### src/rtl/dmem_256x8.sv
// dmem_256x8: 2**AW x DW single-port data memory with combinational read, synchronous write and async active-low clear.
// Define DMEM_RD_REG_EN for a registered (read-first, 1-cycle latency) read port.
module dmem_256x8 #(
  parameter int DW = 8,
  parameter int AW = 8
) (
  input  logic          clk,
  input  logic          reset,
  input  logic [AW-1:0] data_a,
  input  logic          mem_read,
  input  logic          mem_write,
  input  logic [DW-1:0] data_b,
  output logic [DW-1:0] data_out
);

  localparam int DEPTH = 2**AW;

  // Program benches read and preload this array by hierarchical name.
  logic [DW-1:0] mem_core [0:DEPTH-1];

  logic [DW-1:0] rd_word;

  assign rd_word = mem_read ? mem_core[data_a] : '0;

  // Reset clears the whole array and wins over a write at the same edge.
  always_ff @(posedge clk or negedge reset) begin
    if (!reset)
      mem_core <= '{default: '0};
    else if (mem_write)
      mem_core[data_a] <= data_b;
  end

`ifdef DMEM_RD_REG_EN
  // Samples the pre-edge word, so a same-address write reads the old value.
  always_ff @(posedge clk or negedge reset) begin
    if (!reset)
      data_out <= '0;
    else
      data_out <= rd_word;
  end
`else
  assign data_out = rd_word;
`endif

endmodule

### config.mk
export PLATFORM = sky130hd
export DESIGN_NAME = dmem_256x8
export DESIGN_NICKNAME = d
export VERILOG_FILES = /design/src/rtl/dmem_256x8.sv
export SDC_FILE = /design/constraint.sdc
export NUM_CORES = 2
export LEC_CHECK = 0
export ABC_AREA = 1
export CAP_MARGIN = 20
export CELL_PAD_IN_SITES_DETAIL_PLACEMENT = 1
export CELL_PAD_IN_SITES_GLOBAL_PLACEMENT = 1
export CORE_MARGIN = 3
export CORE_UTILIZATION = 51
export DETAILED_ROUTE_END_ITERATION = 10
export PLACE_DENSITY_LB_ADDON = 0.08
export SYNTH_ARGS = -nofsm -noshare
export SYNTH_HDL_FRONTEND = slang
export SYNTH_SLANG_ARGS = --single-unit
### constraint.sdc
create_clock -name clk -period 5.55 [get_ports clk]
set_input_delay 0.555 -clock clk [delete_from_list [all_inputs] [get_ports clk]]
set_output_delay 0.555 -clock clk [all_outputs]
set_load 0.05 [all_outputs]
After elaboration in Yosys (flattened, before gate mapping):

Index checks and enable logic that the tools add are counted.

* bits in registers: 2048
* word-level logic and storage cells: 267
* output and inout port bits: 8

* magnitude comparators: 2
* bitwise logic cells: 1
* reductions and logical operators: 1
* multiplexer cells: 7

Operator list (number)
* $bwmux 2048: 1
* $bmux 8 s8: 1
* $demux 8 s8: 1
* $mux 8: 4
* $ge 9x9->1 const B: 1
* $lt 9x1->1 const B: 1
* $not 8->9: 1
* $logic_and 1x1->1: 1

Logic depth before layout (Yosys ltp):

* depth after elaboration: 6
* mapped depth: 19
* gate-level depth less buffers: 15

Least setup slack after synthesis:

No wires, ideal clock.

* path type: input to output
* from: input port data_a[1]
* to: output port data_out[5]
* path slack: 2.406 ns
* arrival: 2.589 ns
* path buffers: 4
* stages on the path: 17
* cells stage by stage: buf_4 -> inv_2 -> buf_4 -> buf_2 -> clkbuf_1 -> nand2_1 -> nand3_1 -> nand2_1 -> nand2_1 -> nor2_1 -> nor2_1 -> nor2_1 -> nand2_1 -> nand2_1 -> nand2_1 -> nor2_1 -> nor2_1

* longest elaborated chain between the ends: 5

RTL lines
* start, declared: RTL line 9 `input logic [AW-1:0] data_a,`
* $not 8->9 (implied by the code): RTL line 23 `assign rd_word = mem_read ? mem_core[data_a] : '0;`
* $bmux 8 s8: RTL line 23
* $mux 8 (implied by the code) (2 in series): RTL line 23
* $mux 8: RTL line 23
* end, declared: RTL line 13 `output logic [DW-1:0] data_out`

Every way passes these cells. The select of a mux whose other input is x is not followed.

Final worst setup path:

* from: input port data_a[2]
* to: output port data_out[3]

Same word-level chain as after synthesis.

==> run summary <==
status: finished clean
first-pass GRT wire length: 540,000 um
Resized Gates After CTS: 0
Yosys top cell area share: 53.9%
largest registers: mem_core (2048)
initial core utilization: 51.6%
crit path to: data_out[3]
clock buffer depth: 3
row cnt: 157
gr usage total: 35.9%
Chip Height: 438 um
CTS Buf Count: 218
Setup-failing EPs final: 0
Post-synth EDFFs: 0
FF-to-FF End: mem_core[521]$_DFFE_PN0P_
worst reg-to-reg path cell count: 2
syn_nets: 12.9k
Final Hold Vio Count: 0
initial antenna violation count: 14
synth warn: 0
IO Count: 28
number of flip-flops in the largest register: 2,048
area grow syn2layout: 9.92%
antenna viol nets, final: 0
slew margin rel.: 22.6%
Synth area leader: dfrtp_1
post-synthesis sequential area ratio: 53.9%
vias in the first global route: 91.2k
Buffers on Ports: 27
Overflow after GRT: 0
Leak: 52.5 nW
CP Class: primary input to output port
Async SR Flop Fraction: 100%
Top FF cell, synth: dfrtp_1
CTS sink cnt: 2,048
fraction of layout cells with a size suffix above 1: 4.77%
Die Wd: 438 um
Largest Register: mem_core
hpwl dp: 209,000 um
Worst EP required: 4990 ps
clk_lat worst skew: 850 ps
WL per Instance: 22.8 um
Final Max Slew Viols: 0
DR pass1 iterations: 5
clk root buf: clkbuf_16
pwr dens: 323 nW/um2
CTS tree: yes
r2r startpoint: mem_core[521]$_DFFE_PN0P_
dominant cells by area after synthesis: dfrtp_1 (54%), nand2_1 (28%), o21ai_0 (11%)
post-synthesis cell type count: 19
Placer Congestion: 0.893
type of element launching the critical path: primary input
pin count of the biggest net entering global routing: 163
most frequent cell after synthesis: nand2_1
Layout Nets: 12.4k
total negative setup slack: 0 ps
hold slack final: 351 ps
DR vias/cell: 5.78
actual slew at the worst max-slew pin: 1150 ps
hold crit path type: primary input to asynchronous set/reset pin
Post-CTS Hold Buffers: 1
Max Cap Viol: 0
unrepaired setup endpoints after global routing: false
fill count: 23.2k
Core ar.: 184,000 um2
Worst Setup SP: data_a[2]
Peak supply drop: 0.000284 V
Vias: 86.9k
CTS clk-pin slew, worst paths: 60 ps
Post-Synthesis Cells: 12.9k
Sequential Area: 51,200 um2
post-route minimum period: 5190 ps
die area: 192,000 um2
R2R setup slack: 4760 ps
Seq cells post-synth: 2,048
worst path arrival time: 4630 ps
area of the multi-input gates: 40,000 um2
most common library cells after synthesis: nand2_1 (7,070), dfrtp_1 (2,048), o21ai_0 (2,015), clkbuf_1 (689), nor2_1 (457)
Initial DRC Count: 7,483
total detailed-routing wirelength: 344,000 um
average size of a mapped cell: 7.39 um2
final period utilization: 93.5%
number of remaining DRC errors: 0
H-Tree Depth: 4
synthesized area: 95,100 um2
nature of the critical path endpoint: output port
CP max FO: 101
postcts setup bufs: 0
Clock Skews: 0 ps
Max Fclk: 0.193 GHz
routing by layer:
layer / vias to the layer above / global-route usage (%) / wire length [um]
li1: 39400 / - / -
met1: 44200 / 48.1 / 147000
met2: 2550 / 57.7 / 160000
met3: 776 / 5.81 / 20600
met4: 12 / 16.3 / 16500
met5: - / 0 / 71
where the power goes:
part | internal [mW] | switching (mW)
Sequential | 15.7 | 0.415
Clock | 8.49 | 6.20
Combinational | 0.747 | 2.23
metrics by stage:
step	worst slack (ps)	cells	instance area, um2	utilization, %	total power [mW]
final	362	15100	105000	56.7	33.8
after global placement	464	14600	97300	52.8	19.1
after global routing	362	15000	105000	56.7	35.0
after detailed placement	496	14700	97400	52.9	19.3
after floorplan	2410	12900	95100	-	17.8
after CTS	419	15000	104000	56.7	33.9
critical path, cell delays in order:
cell and delay, ps:
clkdlybuf4s50_1 560, inv_1 110, nand2_1 550, inv_4 330
buf_12 360, nand2_1 160, nand2_1 60, nor2_1 350
nor2_1 150, nor2_1 180, nand2_1 270, nand2_1 130
nand2_1 50, nor2_1 370, nor2_1 150, buf_12 180
kinds of logic (layout without fill, tap and decap cells):
group | after synthesis | count (layout) | synth area share [%]
buffers and inverters | 979 | 702 | 4.11
AND/OR/NAND/NOR | 7720 | 7720 | 30.9
flip-flops | 2048 | 2048 | 53.9
AO/OA/AOI/OAI | 2112 | 2112 | 11.1
other | 0 | 5 | 0
worst min path at each step:
| stage | startpoint | to | slack [ps] |
|---|---|---|---|
| 6_report | reset | mem_core[1156]$_DFFE_PN0P_ | 350 |
| 3_5_place_dp | mem_core[1451]$_DFFE_PN0P_ | mem_core[1451]$_DFFE_PN0P_ | 470 |
| 5_1_grt | reset | mem_core[1156]$_DFFE_PN0P_ | 360 |
| 3_3_place_gp | mem_core[1497]$_DFFE_PN0P_ | mem_core[1497]$_DFFE_PN0P_ | 470 |
| 4_1_cts | reset | mem_core[1506]$_DFFE_PN0P_ | 330 |
| 2_1_floorplan | reset | mem_core[0]$_DFFE_PN0P_ | 260 |
cell type report:
class                   instances  share of cell area [%]
multi-input cells            9832                    38.3
well taps                    2464                    2.95
diodes                          5                  0.0120
clock buffers                 345                    6.31
repair buffers                225                    2.52
flip-flops and latches       2048                    49.0
clock inverters                46                   0.480
inverters                      86                   0.396
placed cells by master, fill, tap and decap left out, types with 5 or more instances in the layout:
cell type / count
buf_8: 5
buf_12: 67
o21ai_1: 9
clkbuf_1: 70
clkinv_2: 29
diode_2: 5
nand2_2: 15
inv_2: 11
inv_8: 9
clkdlybuf4s50_1: 16
bufinv_16: 9
nor2_1: 453
dfrtp_1: 2048
nor2_4: 6
o21ai_0: 2015
nand3_1: 152
a21oi_1: 88
clkbuf_16: 226
buf_4: 133
nor2_2: 7
clkbuf_8: 49
nor3_2: 7
inv_1: 61
nor3_4: 12
nand2_1: 7068
No activity file was read; power rests on OpenSTA's default activity.
